### src/rtl/fifo_pkg.sv
// Shared helpers for the FIFO read-side unpacker: ratio/width math, the lane
// index type and the lane extraction function.
package fifo_pkg;

    // Widest word the lane selector handles.
    localparam int unsigned MAX_W = 512;

    function automatic int unsigned idx_width(input int unsigned n);
        return (n <= 1) ? 1 : $clog2(n);
    endfunction

    function automatic int unsigned calc_ratio(input int unsigned in_w, input int unsigned out_w);
        return in_w / out_w;
    endfunction

    localparam int unsigned LANE_IDX_W = idx_width(MAX_W);

    typedef logic [LANE_IDX_W-1:0] lane_idx_t;

    // Returns the selected lane in the low out_w bits; callers truncate to their beat width.
    function automatic logic [MAX_W-1:0] lane_sel(
        input logic [MAX_W-1:0] word,
        input lane_idx_t        idx,
        input int unsigned      out_w,
        input int unsigned      ratio,
        input logic             lsb_first
    );
        int unsigned lane;
        lane = lsb_first ? 32'(idx) : (ratio - 32'd1 - 32'(idx));
        return word >> (lane * out_w);
    endfunction

endpackage

### src/rtl/fifo_rd_unpack.sv
// Pops 64-bit words from a non-FWFT FIFO read port and serialises each into
// RATIO narrow beats on a valid/ready stream with burst framing.
module fifo_rd_unpack
    import fifo_pkg::*;
#(
    parameter int unsigned IN_W        = 64,
    parameter int unsigned OUT_W       = 16,
    parameter int unsigned LSB_FIRST   = 1,
    parameter int unsigned BURST_BEATS = 1024,
    parameter int unsigned CNT_W       = 16
) (
    input  logic             clk,
    input  logic             rst_n,
    input  logic             flush,
    output logic             fifo_rd_en,
    input  logic [IN_W-1:0]  fifo_rd_data,
    input  logic             fifo_rd_empty,
    output logic             out_valid,
    input  logic             out_ready,
    output logic [OUT_W-1:0] out_data,
    output logic             out_last,
    output logic [CNT_W-1:0] beat_cnt
);

    localparam int unsigned      RATIO     = calc_ratio(IN_W, OUT_W);
    localparam lane_idx_t        LAST_LANE = lane_idx_t'(RATIO - 1);
    localparam logic [CNT_W-1:0] CNT_LAST  = CNT_W'(BURST_BEATS - 1);

    logic [IN_W-1:0]  cur_q, cur_d;
    logic             cur_v_q, cur_v_d;
    logic [IN_W-1:0]  nxt_q, nxt_d;
    logic             nxt_v_q, nxt_v_d;
    logic             pend_q, pend_d;
    lane_idx_t        lane_q, lane_d;
    logic [CNT_W-1:0] cnt_q, cnt_d;

    logic rd_en;
    logic hs;
    logic last_hs;
    logic cur_free;

    always_comb begin
        // rst_n gates the read so no word is popped and lost while state is held in reset.
        rd_en    = rst_n && !fifo_rd_empty && !pend_q && !nxt_v_q && !flush;
        hs       = cur_v_q && out_ready;
        last_hs  = hs && (lane_q == LAST_LANE);
        cur_free = !cur_v_q || last_hs;

        cur_d   = cur_q;
        cur_v_d = cur_v_q;
        nxt_d   = nxt_q;
        nxt_v_d = nxt_v_q;
        pend_d  = rd_en;
        lane_d  = lane_q;
        cnt_d   = cnt_q;

        if (hs) begin
            lane_d = last_hs ? '0 : lane_q + lane_idx_t'(1);
            cnt_d  = (cnt_q == CNT_LAST) ? '0 : cnt_q + CNT_W'(1);
        end

        if (last_hs) begin
            if (nxt_v_q) begin
                cur_d   = nxt_q;
                cur_v_d = 1'b1;
                nxt_v_d = 1'b0;
            end else begin
                cur_v_d = 1'b0;
            end
        end

        // A read is only issued with nxt empty, so pend and nxt_v are never both set.
        if (pend_q) begin
            if (cur_free) begin
                cur_d   = fifo_rd_data;
                cur_v_d = 1'b1;
            end else begin
                nxt_d   = fifo_rd_data;
                nxt_v_d = 1'b1;
            end
        end

        if (flush) begin
            cur_v_d = 1'b0;
            nxt_v_d = 1'b0;
            pend_d  = 1'b0;
            lane_d  = '0;
            cnt_d   = '0;
        end
    end

    always_ff @(posedge clk) begin
        if (!rst_n) begin
            cur_q   <= '0;
            cur_v_q <= 1'b0;
            nxt_q   <= '0;
            nxt_v_q <= 1'b0;
            pend_q  <= 1'b0;
            lane_q  <= '0;
            cnt_q   <= '0;
        end else begin
            cur_q   <= cur_d;
            cur_v_q <= cur_v_d;
            nxt_q   <= nxt_d;
            nxt_v_q <= nxt_v_d;
            pend_q  <= pend_d;
            lane_q  <= lane_d;
            cnt_q   <= cnt_d;
        end
    end

    assign fifo_rd_en = rd_en;
    assign out_valid  = cur_v_q;
    assign out_data   = OUT_W'(lane_sel(MAX_W'(cur_q), lane_q, OUT_W, RATIO, LSB_FIRST != 0));
    assign out_last   = cur_v_q && (cnt_q == CNT_LAST);
    assign beat_cnt   = cnt_q;

endmodule

### config.mk
export PLATFORM = sky130hd
export DESIGN_NAME = fifo_rd_unpack
export DESIGN_NICKNAME = d
export VERILOG_FILES = /design/src/rtl/fifo_pkg.sv /design/src/rtl/fifo_rd_unpack.sv
export SDC_FILE = /design/constraint.sdc
export NUM_CORES = 1
export LEC_CHECK = 0
export CAP_MARGIN = 10
export CORE_MARGIN = 4
export CORE_UTILIZATION = 41
export DETAILED_ROUTE_END_ITERATION = 16
export HOLD_SLACK_MARGIN = 0.02
export PLACE_DENSITY = 0.74
export SLEW_MARGIN = 10
export SYNTH_ARGS = -nofsm -noshare
export SYNTH_HDL_FRONTEND = slang
export SYNTH_SLANG_ARGS = --single-unit
### constraint.sdc
create_clock -name clk -period 2.1 [get_ports clk]
set_clock_uncertainty 0.1 [all_clocks]
set_input_delay 0.525 -clock clk [delete_from_list [all_inputs] [get_ports clk]]
set_output_delay 0.525 -clock clk [all_outputs]
set_load 0.02 [all_outputs]
==> results <==
- The flow ran to the end, but the final reports show violations.
- The checks that failed: setup timing.
- The first TritonRoute pass finished after 6 iterations.
- The H-tree depth is 4.
- Dividing the detail-routed wire length by the instance count gives 18.8 um.
- The detailed router placed 6991 vias in this run.
- Sequential elements use 46.0% of the synthesized area.
- The worst path buffer plus inverter count is 2.
- Clock latency on the worst-skew pair, taken at its later pin, is 0.43 ns.
- VDD sags by at most 0.660 mV.
- The most common cell in the netlist is nand2_1.
- The number of global-route vias before repair came to 6155.
- The per-instance average area after synthesis is 8.07 um2.
- The cell at the slowest stage of the critical path is mux4_2.
- The post-detailed-placement cell area is 8480 um2.
- Of the post-synthesis cell area, the part taken by muxes is 5.31%.
- For this run, the leading register cell type out of synthesis is dfxtp_1.
- The floorplan has 46 rows.
- Of the total synthesized cell area, the portion taken by full adders, half adders and majority gates is 0.369%.
- Detailed placement finished with a half-perimeter wire length of 12.7 mm.
- The number of remaining DRC errors is 0.
- Wires add up to 22.8 mm.
- The synthesized design contains 156 register bits.
- The cell type group with the largest total delay on the critical path is multiplexers.
- Dividing the detail-routed via count by the number of cells gives 5.77.
- The number of antenna diodes in the final layout is 0.
- The first global-routing pass estimated 31.8 mm of wire.
- Counting flops with an async set or reset pin after synthesis yields a share of 0%.
- STA classifies the critical path startpoint as a register.
- After the first detailed-routing iteration, the DRC count stood at 927.
- The arrival time of the worst setup path is 1.78 ns.
- The top-level port count is 104.
- The synthesized design contains 0 enable-type register cells.
- Summing the areas of all compound-gate instances in the mapped netlist gives 17.7% of the synthesized area.
- The time the worst path needs with I/O delays and setup is 2.40 ns.
- The total power per unit cell area is 704 nW/um2.
- The number of cells produced by synthesis is 841.
- The number of nets in the layout is 1053.
- The setup check on the worst reg-to-reg path leaves a slack of -0.05 ns.
- The starting utilization of the core area is 42.2%.
- From left edge to right edge, the die measures 137 um.
- The post-synthesis instance area is 6780 um2.
- The area added between synthesis and finish is 43.6%.
- The hold violation count in the final report came to 0.
- In the final timing run, aggregate negative setup slack is -4.58 ns.
- The largest fanout on the critical path is 6.
- Walking the worst path, the cells encountered are buf_12, mux4_2, and3_4, buf_6.
- The final setup violation count is 18.
- In this run the worst hold path is classified as register to register.
- Sorting the synthesized cells by how often they occur yields nand2_1 (207), dfxtp_1 (156), o21ai_0 (129), nand3_1 (74), a31oi_1 (65).
- In this design, the stage delay of the slowest critical-path cell is 0.51 ns.
- The finished cells cover 9740 um2.
- The tree built by TritonCTS fans out to 156 sinks.
- In the post-synthesis netlist, the biggest area contributors are dfxtp_1 (46%), nand2_1 (11%), o21ai_0 (9.5%).
- Setup repair after global routing could not meet its margin everywhere.
- After synthesis, the largest family of logic cells by area is simple AND/OR/NAND/NOR gates.
- The total number of yosys warnings is 0.
- The worst setup path is of the register to output port kind.
- After global routing the overflow that remains totals 0.
- The clock passes through at most 2 buffers.
- The share of post-route cells with drive strength above 1 is 20.8%.
- The area share of the largest cell type after synthesis is 46.0%.
- Counting distinct cell types in the post-synthesis netlist gives 39.
- Of the total synthesized cell area, the portion taken by XOR and XNOR cells is 1.94%.
- During placement, the flow inserted port buffers numbering 103.
- The share of synthesized cell area in and, or, nand and nor gates is 23.3%.
- The fmax is 416 MHz.
- The slew at the pin closest to its max-slew limit is 0.797 ns.
- The TritonCTS clock tree is done.
- The final period utilization is 114%.
- Setup slack on the critical path of the routed design comes to -0.303 ns.
- The post-detailed-route count of antenna-violating nets is 0.
- After clock tree synthesis, the clock-pin slew on the worst setup and hold paths is 0.06 ns.
- Global routing consumed, over all layers together, 21.8% of the routing resources.
- Max-cap violations in this run came to 0.
- The number of antenna violations at the first check in global routing was 0.
- The floorplan step defined a core boundary enclosing 16100 um2.
- The number of nets in the synthesized netlist is 912.
- Measured along the y axis, the die boundary spans 137 um.
- STA classifies the critical path endpoint as an output port.
- TritonCTS created 17 clock buffers.
- The data required time at the worst endpoint is 1.47 ns.
- The largest net degree at the start of global routing is 193.
- Routability-driven placement finished with a final weighted congestion of 0.854.
- The worst relative slew slack is 46.9%.
- Summed over all cells, the static leakage comes to 3.50 nW.
- The total die area is 18700 um2.
- The clock root buffer master is clkbuf_16.
- Summed over all instances, the cell type with the most area after synthesis is dfxtp_1.
- The final-report max-slew violation count is 0.
sequential cells by signal, indices dropped and copies added, names as in the netlist:
name,cells
beat_cnt,16
cur_q,64
lane_q,9
nxt_q,64
nxt_v_q,1
out_valid,1
pend_q,1
through the flow:
step | util, % | cells | worst slack [ns] | hold slack [ns] | total power, W
final | 60.7 | 1211 | -0.303 | 0.354 | 0.00686
after global routing | 60.7 | 1211 | -0.336 | 0.378 | 0.00705
after floorplan | - | 841 | 0.0216 | 0.329 | 0.00334
after detailed placement | 52.8 | 1155 | -0.463 | 0.344 | 0.00363
after CTS | 58.4 | 1195 | -0.374 | 0.353 | 0.00681
after global placement | 52.8 | 1155 | -0.399 | 0.337 | 0.00363
worst reg2reg max path: cells and delay by family, from the launching register on:
family                     cells  cell delay (ns)
buffers and inverters          4             0.67
AOI/OAI and AO/OA              3             0.60
DFF                            1             0.37
and+or+nand+nor                1             0.17
adders and majority gates      1             0.15
logic make-up after synthesis:
group	Yosys count
fa+ha+maj	2
compound gates	218
flops	156
simple gates	353
xor+xnor	15
buf+inv	81
mux	16
power breakdown:
group / internal [W] / leakage, nW / total (W) / switching, W
Combinational: 0.000313 / 1.94 / 0.000586 / 0.000273
Clock: 0.00190 / 0.289 / 0.00319 / 0.00129
Sequential: 0.00303 / 1.27 / 0.00308 / 0.0000591
Total: 0.00524 / 3.50 / 0.00686 / 0.00162
repair_timing:
item                                    CTS  global route
pin swaps                                20             9
endpoints found under the setup margin   75            85
setup buffers                             3             7
resized for setup                       151            42
hold buffers                              0             0
cloned                                    5            11
cell type report:
type / count / area (um2)
Clock inverter: 14 / 166
Inverter: 5 / 18.8
Sequential cell: 156 / 3140
Timing Repair Buffer: 198 / 2200
Tap cell: 216 / 270
Fill cell: 1261 / 6320
Clock buffer: 18 / 439
Multi-Input combinational cell: 604 / 3510
placed cells by master (no fill, tap or decap), types with 20 or more instances in the layout:
cell type / Yosys / final
a31oi_1: 65 / 62
buf_4: 3 / 62
buf_6: 2 / 23
clkbuf_16: 0 / 27
clkdlybuf4s50_1: 0 / 66
dfxtp_1: 156 / 147
nand2_1: 207 / 206
nand3_1: 74 / 74
nor2_1: 20 / 20
o21ai_0: 129 / 122
per-layer routing:
layer	up-vias	wire length [um]	GRT usage [%]
met3	72	2120	4.41
met4	0	860	11.3
met5	-	0	0
met1	3293	9110	29.4
met2	372	10700	33.1
li1	3254	-	-
final timing paths:
kind / from / cells past startpoint / endpoint
worst max-delay path: lane_q[0] / 4 / out_data[9]
worst min-delay path: nxt_q[62] / 2 / nxt_q[62]
worst max register to register: lane_q[1] / 9 / cur_q[59]
worst min register to register: nxt_q[62] / 2 / nxt_q[62]
Note: power is estimated with default switching activity, not from simulation.
